**src/rtl/csa_slice_seq_if.sv**
```systemverilog
// Operand, slice and result signals between the carry-select sequencer and its environment.
// The slave modport is the sequencer; the master modport is the operand source, slice and result sink.
interface csa_slice_seq_if #(
  parameter int WIDTH   = 8,
  parameter int NSLICES = 4
);
  localparam int IDXW = $clog2(NSLICES);

  logic                     in_valid;
  logic                     in_ready;
  logic [NSLICES*WIDTH-1:0] a;
  logic [NSLICES*WIDTH-1:0] b;
  logic                     c_in;
  logic [WIDTH-1:0]         slice_a;
  logic [WIDTH-1:0]         slice_b;
  logic [WIDTH-1:0]         slice_s0;
  logic [WIDTH-1:0]         slice_s1;
  logic                     slice_c0;
  logic                     slice_c1;
  logic [IDXW-1:0]          slice_idx;
  logic                     busy;
  logic                     out_valid;
  logic                     out_ready;
  logic [NSLICES*WIDTH-1:0] sum;
  logic                     c_out;

  modport slave (
    input  in_valid, a, b, c_in, slice_s0, slice_s1, slice_c0, slice_c1, out_ready,
    output in_ready, slice_a, slice_b, slice_idx, busy, out_valid, sum, c_out
  );

  modport master (
    output in_valid, a, b, c_in, slice_s0, slice_s1, slice_c0, slice_c1, out_ready,
    input  in_ready, slice_a, slice_b, slice_idx, busy, out_valid, sum, c_out
  );
endinterface

```
**src/rtl/csa_slice_seq.sv**
```systemverilog
// Multi-cycle wide adder sequencer: feeds one chunk per cycle to an external dual-sum
// carry-select slice, picks the sum/carry with the registered running carry, and holds the result.
module csa_slice_seq #(
  parameter int WIDTH   = 8,
  parameter int NSLICES = 4
) (
  input  logic            clk,
  input  logic            rst_n,
  csa_slice_seq_if.slave  bus
);
  localparam int IDXW = $clog2(NSLICES);
  localparam int TOTW = NSLICES * WIDTH;
  localparam logic [IDXW-1:0] LAST_IDX = IDXW'(NSLICES - 1);

  typedef enum logic [1:0] {S_IDLE, S_RUN, S_DONE} state_t;

  state_t            state_q, state_d;
  logic [IDXW-1:0]   idx_q, idx_d;
  logic              carry_q, carry_d;
  logic [TOTW-1:0]   a_q, a_d;
  logic [TOTW-1:0]   b_q, b_d;
  logic [TOTW-1:0]   sum_q, sum_d;
  logic              c_out_q, c_out_d;
  logic [WIDTH-1:0]  sel_sum;
  logic              sel_carry;

  always_ff @(posedge clk or negedge rst_n) begin
    if (!rst_n) begin
      state_q <= S_IDLE;
      idx_q   <= '0;
      carry_q <= 1'b0;
      a_q     <= '0;
      b_q     <= '0;
      sum_q   <= '0;
      c_out_q <= 1'b0;
    end else begin
      state_q <= state_d;
      idx_q   <= idx_d;
      carry_q <= carry_d;
      a_q     <= a_d;
      b_q     <= b_d;
      sum_q   <= sum_d;
      c_out_q <= c_out_d;
    end
  end

  // Running carry selects between the two precomputed slice results.
  assign sel_sum   = carry_q ? bus.slice_s1 : bus.slice_s0;
  assign sel_carry = carry_q ? bus.slice_c1 : bus.slice_c0;

  always_comb begin
    state_d       = state_q;
    idx_d         = idx_q;
    carry_d       = carry_q;
    a_d           = a_q;
    b_d           = b_q;
    sum_d         = sum_q;
    c_out_d       = c_out_q;
    bus.in_ready  = 1'b0;
    bus.busy      = 1'b0;
    bus.out_valid = 1'b0;
    bus.slice_a   = '0;
    bus.slice_b   = '0;
    bus.slice_idx = '0;

    case (state_q)
      S_IDLE: begin
        bus.in_ready = 1'b1;
        if (bus.in_valid) begin
          a_d     = bus.a;
          b_d     = bus.b;
          carry_d = bus.c_in;
          idx_d   = '0;
          state_d = S_RUN;
        end
      end
      S_RUN: begin
        bus.busy      = 1'b1;
        bus.slice_a   = a_q[idx_q*WIDTH +: WIDTH];
        bus.slice_b   = b_q[idx_q*WIDTH +: WIDTH];
        bus.slice_idx = idx_q;
        sum_d[idx_q*WIDTH +: WIDTH] = sel_sum;
        carry_d = sel_carry;
        if (idx_q == LAST_IDX) begin
          c_out_d = sel_carry;
          state_d = S_DONE;
        end else begin
          idx_d = idx_q + IDXW'(1);
        end
      end
      S_DONE: begin
        bus.out_valid = 1'b1;
        if (bus.out_ready) state_d = S_IDLE;
      end
      default: state_d = S_IDLE;
    endcase
  end

  assign bus.sum   = sum_q;
  assign bus.c_out = c_out_q;
endmodule

```
**src/flat_wrapper.sv**
```systemverilog
// flat-port wrapper written by rule: the top's interface ports become plain ports
module csa_slice_seq_flat 
#(
  parameter int WIDTH   = 8,
  parameter int NSLICES = 4
)
  (clk, rst_n, bus_in_valid, bus_a, bus_b, bus_c_in, bus_slice_s0, bus_slice_s1, bus_slice_c0, bus_slice_c1, bus_out_ready, bus_in_ready, bus_slice_a, bus_slice_b, bus_slice_idx, bus_busy, bus_out_valid, bus_sum, bus_c_out);
  csa_slice_seq_if #(.WIDTH(WIDTH), .NSLICES(NSLICES)) bus_i ();
  input  logic clk;
  input  logic rst_n;
  input wire logic [$bits(bus_i.in_valid)-1:0] bus_in_valid;
  input wire logic [$bits(bus_i.a)-1:0] bus_a;
  input wire logic [$bits(bus_i.b)-1:0] bus_b;
  input wire logic [$bits(bus_i.c_in)-1:0] bus_c_in;
  input wire logic [$bits(bus_i.slice_s0)-1:0] bus_slice_s0;
  input wire logic [$bits(bus_i.slice_s1)-1:0] bus_slice_s1;
  input wire logic [$bits(bus_i.slice_c0)-1:0] bus_slice_c0;
  input wire logic [$bits(bus_i.slice_c1)-1:0] bus_slice_c1;
  input wire logic [$bits(bus_i.out_ready)-1:0] bus_out_ready;
  output wire logic [$bits(bus_i.in_ready)-1:0] bus_in_ready;
  output wire logic [$bits(bus_i.slice_a)-1:0] bus_slice_a;
  output wire logic [$bits(bus_i.slice_b)-1:0] bus_slice_b;
  output wire logic [$bits(bus_i.slice_idx)-1:0] bus_slice_idx;
  output wire logic [$bits(bus_i.busy)-1:0] bus_busy;
  output wire logic [$bits(bus_i.out_valid)-1:0] bus_out_valid;
  output wire logic [$bits(bus_i.sum)-1:0] bus_sum;
  output wire logic [$bits(bus_i.c_out)-1:0] bus_c_out;
  assign bus_i.in_valid = bus_in_valid;
  assign bus_i.a = bus_a;
  assign bus_i.b = bus_b;
  assign bus_i.c_in = bus_c_in;
  assign bus_i.slice_s0 = bus_slice_s0;
  assign bus_i.slice_s1 = bus_slice_s1;
  assign bus_i.slice_c0 = bus_slice_c0;
  assign bus_i.slice_c1 = bus_slice_c1;
  assign bus_i.out_ready = bus_out_ready;
  assign bus_in_ready = bus_i.in_ready;
  assign bus_slice_a = bus_i.slice_a;
  assign bus_slice_b = bus_i.slice_b;
  assign bus_slice_idx = bus_i.slice_idx;
  assign bus_busy = bus_i.busy;
  assign bus_out_valid = bus_i.out_valid;
  assign bus_sum = bus_i.sum;
  assign bus_c_out = bus_i.c_out;
  csa_slice_seq #(.WIDTH(WIDTH), .NSLICES(NSLICES)) u_core (.clk(clk), .rst_n(rst_n), .bus(bus_i));
endmodule
```
**config.mk**
```make
export PLATFORM = sky130hd
export DESIGN_NAME = csa_slice_seq_flat
export DESIGN_NICKNAME = d
export VERILOG_FILES = /design/src/rtl/csa_slice_seq_if.sv /design/src/rtl/csa_slice_seq.sv /design/src/flat_wrapper.sv
export SDC_FILE = /design/constraint.sdc
export NUM_CORES = 1
export LEC_CHECK = 0
export CORE_UTILIZATION = 46
export CTS_CLUSTER_SIZE = 8
export DETAILED_ROUTE_END_ITERATION = 10
export PLACE_DENSITY_LB_ADDON = 0.08
export SETUP_SLACK_MARGIN = 0.15
export SLEW_MARGIN = 20
export SYNTH_ARGS = -nofsm -noshare
export SYNTH_HDL_FRONTEND = slang
export SYNTH_SLANG_ARGS = --single-unit
export TNS_END_PERCENT = 5
```
**constraint.sdc**
```tcl
create_clock -name clk -period 2.7 [get_ports clk]
set_input_delay 0.405 -clock clk [delete_from_list [all_inputs] [get_ports clk]]
set_output_delay 0.405 -clock clk [all_outputs]
set_load 0.05 [all_outputs]
```
* Yosys cells after proc, flatten, opt, wreduce, memory -nomap -nowiden
Cells that the tools add are included. Widths: inputs -> output; s select.
Storage, ports and cells: flip-flop bits (word level) 102, bits in latches 0, bits in writable memories 0, memory bits (read-only) 0, output and inout bits 54, logic and storage cells 45, memories 0
Cells by class: add/subtract/negate cells 2, $mul 0, divide/modulo/power cells 0, magnitude comparators 0, equal/unequal tests 7, shifts and indexed selects 4, muxes and demuxes 18, bitwise operators 0, reductions and logical operators 7
Operators with widths (count):
- $shiftx 32x6->8 | 2
- $neg 5->34 | 1
- $shift 8x34->32 const A | 1
- $shiftx 8x34->32 | 1
- $bwmux 32 | 1
- $mux 8 | 3
- $mux 2 | 6
- $ne 2x2->1 const B | 3
- $pmux 2 s3 | 1
- $reduce_and 2->1 | 3
- $reduce_and 3->1 | 2
- $mux 1 | 5
- $eq 2x2->1 const B | 2
- $pmux 2 s2 | 1
- $add 2x1->2 const B | 1
- $eq 2x1->1 const B | 1
- $logic_not 2->1 | 1
- $ne 2x1->1 const B | 1
- $pmux 1 s2 | 1
- $reduce_bool 2->1 | 1

* Longest topological paths before layout
word-level depth 3, mapped depth 8, gate-level depth less buffers 5

* Worst setup path after synthesis
OpenSTA, ideal clock, no wires.
kind reg-to-output, start point reg u_core.state_q[1], end point out bus_slice_a[6], arrival 1851 ps, slack 444 ps, cell stages (with the launch flop) 5, path buffers 1, cells stage by stage dfrtp_1 -> nand2b_1 -> inv_2 -> clkbuf_1 -> and2_1
On the way: longest elaborated chain between the ends 2
Ends and longest elaborated chain:
- from (decl) | RTL line csa_slice_seq.sv:17 | state_t state_q, state_d;
- from (signal assigned) | RTL line csa_slice_seq.sv:37 | state_q <= state_d;
- $eq 2x1->1 | RTL line csa_slice_seq.sv:66 | case (state_q)
- $mux 8 | RTL line csa_slice_seq.sv:66
- to (decl) | RTL line flat_wrapper.sv:21 | output wire logic [$bits(bus_i.slice_a)-1:0] bus_slice_a;
Every way passes these cells.

* Final worst setup path
start point reg u_core.idx_q[0], end point out bus_slice_b[6]
On the way: longest elaborated chain between the ends 2
Ends and longest elaborated chain:
- from (decl) | RTL line csa_slice_seq.sv:18 | logic [IDXW-1:0] idx_q, idx_d;
- from (signal assigned) | RTL line csa_slice_seq.sv:38 | idx_q <= idx_d;
- $shiftx 32x6->8 | RTL line csa_slice_seq.sv:80 | bus.slice_b = b_q[idx_q*WIDTH +: WIDTH];
- $mux 8 | RTL line csa_slice_seq.sv:66
- to (decl) | RTL line flat_wrapper.sv:22 | output wire logic [$bits(bus_i.slice_b)-1:0] bus_slice_b;
Every way passes these cells.

==> impl_summary.txt <==
----------------------------------------------------
[Clock tree]
  Deepest clock path buffer count ... 2
  H-tree Lvls ... 3
  Hold bufs inserted after CTS ... 0
  Number of buffers inserted during clock tree synthesis ... 9
  Clock transition at the registers of the reported paths ... 0.09 ns
  Number of clock sinks ... 102
  Number of setup buffers added after CTS ... 0
  Library cell used as clock root buffer ... sky130_fd_sc_hd__clkbuf_8
  Worst-skew pair later-pin latency ... 0.36 ns
  Number of resized instances in the post-cts repair step ... 0
  TritonCTS clock tree ... done

[Detailed routing]
  Count of vias placed by the detailed router ... 3041
  Post-route antenna net violation count ... 0
  Detail-routed via count per cell ... 5.23
  Iter 0 DRT Violations ... 82
  WL per Instance ... 16.8 um
  Wire length after detailed routing ... 9780 um
  DRC violations left ... 0
  Router iterations before antenna repair ... 4

[Synthesis]
  Cells taking the most area after synthesis ... sky130_fd_sc_hd__dfrtp_1 57%, sky130_fd_sc_hd__mux2_2 14%, sky130_fd_sc_hd__mux4_2 8.1%
  Number of cells produced by synthesis ... 309
  EDFF count, synth ... 0
  Register area share after synthesis ... 0.573
  Main combinational cell family by area after synthesis ... multiplexers
  Compound-Gate Fraction of Synth Area ... 0.0603
  Synth Area in XOR/XNOR ... 0
  Top cell type's share of synthesized area ... 0.573
  Top flip-flop cell by instance count after synthesis ... sky130_fd_sc_hd__dfrtp_1
  Synth async-reset ratio ... 1.00
  Number of warnings issued by yosys ... 0
  Simple logic cell fraction of the synthesized area ... 0.0631
  Register bit count reported by yosys ... 102
  Adder-cell share of the synthesized area ... 0.0168
  Total nets after synthesis ... 402
  Post-synthesis cell type count ... 30
  Area of the mapped netlist ... 4460 um^2
  Cell taking the most area after synthesis ... sky130_fd_sc_hd__dfrtp_1
  Share of synthesized area spent on multiplexers ... 0.265
  Synthesized area divided by synthesized cell count ... 14.4 um^2

[Run]
  Max-cap check violation count ... 0

[Setup path]
  Cell family contributing the most delay on the critical path ... multiplexers
  Data arrival at the endpoint of the critical path ... 1.94 ns
  Maximum single-stage delay on the critical path ... 0.52 ns
  Worst setup EP type ... output pin
  Number of buffer and inverter stages on the critical path ... 2
  Cell Chain, Critical Path ... buf_12 -> mux4_2 -> and2_1 -> buf_4
  Required time at the endpoint of the critical path ... 2.30 ns
  Reg2reg setup slack ... 0.47 ns
  Worst setup SP type ... flip-flop
  Maximum net fanout on the critical path ... 16
  Slowest-stage cell, CP ... sky130_fd_sc_hd__mux4_2
  Critical Setup Path Class ... reg -> out

[Power]
  Sequential group share of total power ... 0.339
  Clock share of power ... 0.112
  Combinational fraction of design power ... 0.549
  Sum of internal, switching and leakage power ... 7.76 mW
  Net switching power of the design ... 3.32 mW
  Switching part of the total ... 0.428
  Power Density ... 1260 nW/um^2
  Leakage power summed over all cells ... 2.59 nW
  Internal power ... 4.43 mW
  Maximum VDD drop ... 0.767 mV

[Floorplanning]
  DIE HEIGHT ... 100 um
  Core area ... 9330 um^2
  X dimension of the die ... 100 um
  Initial cell density of the core ... 0.478
  Die area ... 10100 um^2
  Number of placement rows ... 35
  Number of ports placed on the die boundary ... 141

[Timing]
  Final critical delay including setup and external delays ... 2.35 ns
  Headroom to the max-slew limit ... 0.587
  Slew Viols, Final ... 0
  Setup tns final ... 0 ns
  Hold WS ... 0.0516 ns
  Highest Clock Rate ... 426 MHz
  Setup clock skew after layout ... 0.0106 ns
  Ratio of final minimum period to clock period ... 0.870
  Actual slew at the worst max-slew pin ... 0.620 ns
  Finish-stage setup viols ... 0
  Fin. Hold Viols ... 0
  Unrepaired setup endpoints after global routing ... false

[Layout]
  Total number of nets in the final design ... 541
  Syn-to-layout area delta ... 38.6%
  Final cell area excluding filler cells ... 6180 um^2
  Final non-filler cell total ... 582
  Antenna cell count ... 0
  Share of final-layout standard cells stronger than drive strength 1 ... 0.256

[Place]
  Detailed-placement wirelength estimate ... 7070 um
  Final RePlAce weighted congestion ... 0.767
  Area after DPL ... 6000 um^2
  Number of placed cells counting well taps ... 566
  Number of buffers inserted by port buffering ... 140

[Global routing]
  Global-route wire length before repair ... 15700 um
  Total overflow reported by the global router ... 0
  Number of global-route vias before repair ... 3140
  Aggregate global-route resource usage ... 0.207
  Initial antenna violation count ... 0
  Largest net degree at the start of global routing ... 68

[Worst hold path]
  Type of the worst min-delay path ... in -> async

[Outcome]
  Outcome ... finished clean

----------------------------------------------------
layout make-up:
class / count / area (um^2)
timing repair buffer: 144 / 1460
multi-input combinational: 186 / 1810
sequential: 102 / 2550
clock buffer: 11 / 141
clock inverter: 5 / 35.0
tap: 129 / 161
inverter: 5 / 18.8
fill: 748 / 3150
synth_stat cells, types with 2 or more instances:
master                      instances
sky130_fd_sc_hd__inv_1              4
sky130_fd_sc_hd__o2bb2ai_1         16
sky130_fd_sc_hd__or4_1              2
sky130_fd_sc_hd__mux2_1             8
sky130_fd_sc_hd__ha_1               6
sky130_fd_sc_hd__nand3b_2           2
sky130_fd_sc_hd__a211oi_1           2
sky130_fd_sc_hd__nand2_1           18
sky130_fd_sc_hd__dfrtp_1          102
sky130_fd_sc_hd__buf_2             10
sky130_fd_sc_hd__mux4_2            16
sky130_fd_sc_hd__mux2_2            56
sky130_fd_sc_hd__nand2b_1           2
sky130_fd_sc_hd__and2_1            16
sky130_fd_sc_hd__o21ai_1           16
sky130_fd_sc_hd__mux2i_1           10
sky130_fd_sc_hd__nor2_1             5
sky130_fd_sc_hd__buf_4              2
sky130_fd_sc_hd__clkbuf_1           3
sky130_fd_sc_hd__nor2b_1            2
sky130_fd_sc_hd__nand4_1            2
flip-flops by register name, indices dropped and copies added (netlist names):
register	flops
u_core.a_q	32
u_core.b_q	32
u_core.bus.sum	32
u_core.idx_q	2
u_core.state_q	2
u_core.bus.c_out	1
u_core.carry_q	1
metal layers:
layer / wire [um] / vias up / GRT usage
li1: - / 1397 / -
met1: 4100 / 1541 / 0.261
met2: 5060 / 91 / 0.355
met3: 488 / 12 / 0.0439
met4: 133 / 0 / 0.0713
met5: 0 / - / 0
placed cells by master (no fill, tap or decap), types with 4 or more instances in the layout:
| cell type | count |
|---|---|
| sky130_fd_sc_hd__ha_1 | 6 |
| sky130_fd_sc_hd__mux4_2 | 16 |
| sky130_fd_sc_hd__o2bb2ai_1 | 16 |
| sky130_fd_sc_hd__clkbuf_8 | 10 |
| sky130_fd_sc_hd__o21ai_1 | 16 |
| sky130_fd_sc_hd__nand2_1 | 18 |
| sky130_fd_sc_hd__dfrtp_1 | 101 |
| sky130_fd_sc_hd__clkdlybuf4s50_1 | 120 |
| sky130_fd_sc_hd__and2_1 | 16 |
| sky130_fd_sc_hd__buf_4 | 18 |
| sky130_fd_sc_hd__mux2_2 | 56 |
| sky130_fd_sc_hd__buf_12 | 6 |
| sky130_fd_sc_hd__inv_1 | 4 |
| sky130_fd_sc_hd__nor2_1 | 5 |
| sky130_fd_sc_hd__mux2i_1 | 10 |
| sky130_fd_sc_hd__mux2_1 | 8 |
worst paths after layout:
path / cells after the start / endpoint / start
hold / removal: 1 / u_core.b_q[29] / rst_n
min in group clk: 2 / u_core.bus.sum[27] / u_core.bus.sum[27]
setup / recovery: 4 / bus_slice_b[6] / u_core.idx_q[0]
setup reg to reg: 5 / u_core.bus.sum[10] / u_core.idx_q[1]
max in group asynchronous: 2 / u_core.bus.sum[1] / rst_n
hold reg to reg: 2 / u_core.bus.sum[27] / u_core.bus.sum[27]
metrics by stage:
stage / setup WS (ns) / util
3_5_place_dp: 0.484 / 0.643
2_1_floorplan: 0.444 / -
3_3_place_gp: 0.616 / 0.643
4_1_cts: 0.202 / 0.662
6_report: 0.351 / 0.663
5_1_grt: 0.249 / 0.663
kinds of logic after synthesis:
group           Yosys count
flops                   102
mux                      90
simple gates             51
compound gates           39
buf+inv                  21
fa+ha+maj                 6
power groups by stage:
stage	sequential [mW]	clock [mW]	combinational, mW
6_report	2.63	0.872	4.26
5_1_grt	2.72	0.957	4.51
4_1_cts	2.63	0.902	4.30
3_5_place_dp	2.66	0	4.30
3_3_place_gp	2.63	0	4.25
2_1_floorplan	2.93	0	2.67
(Power assumes the default switching activity.)
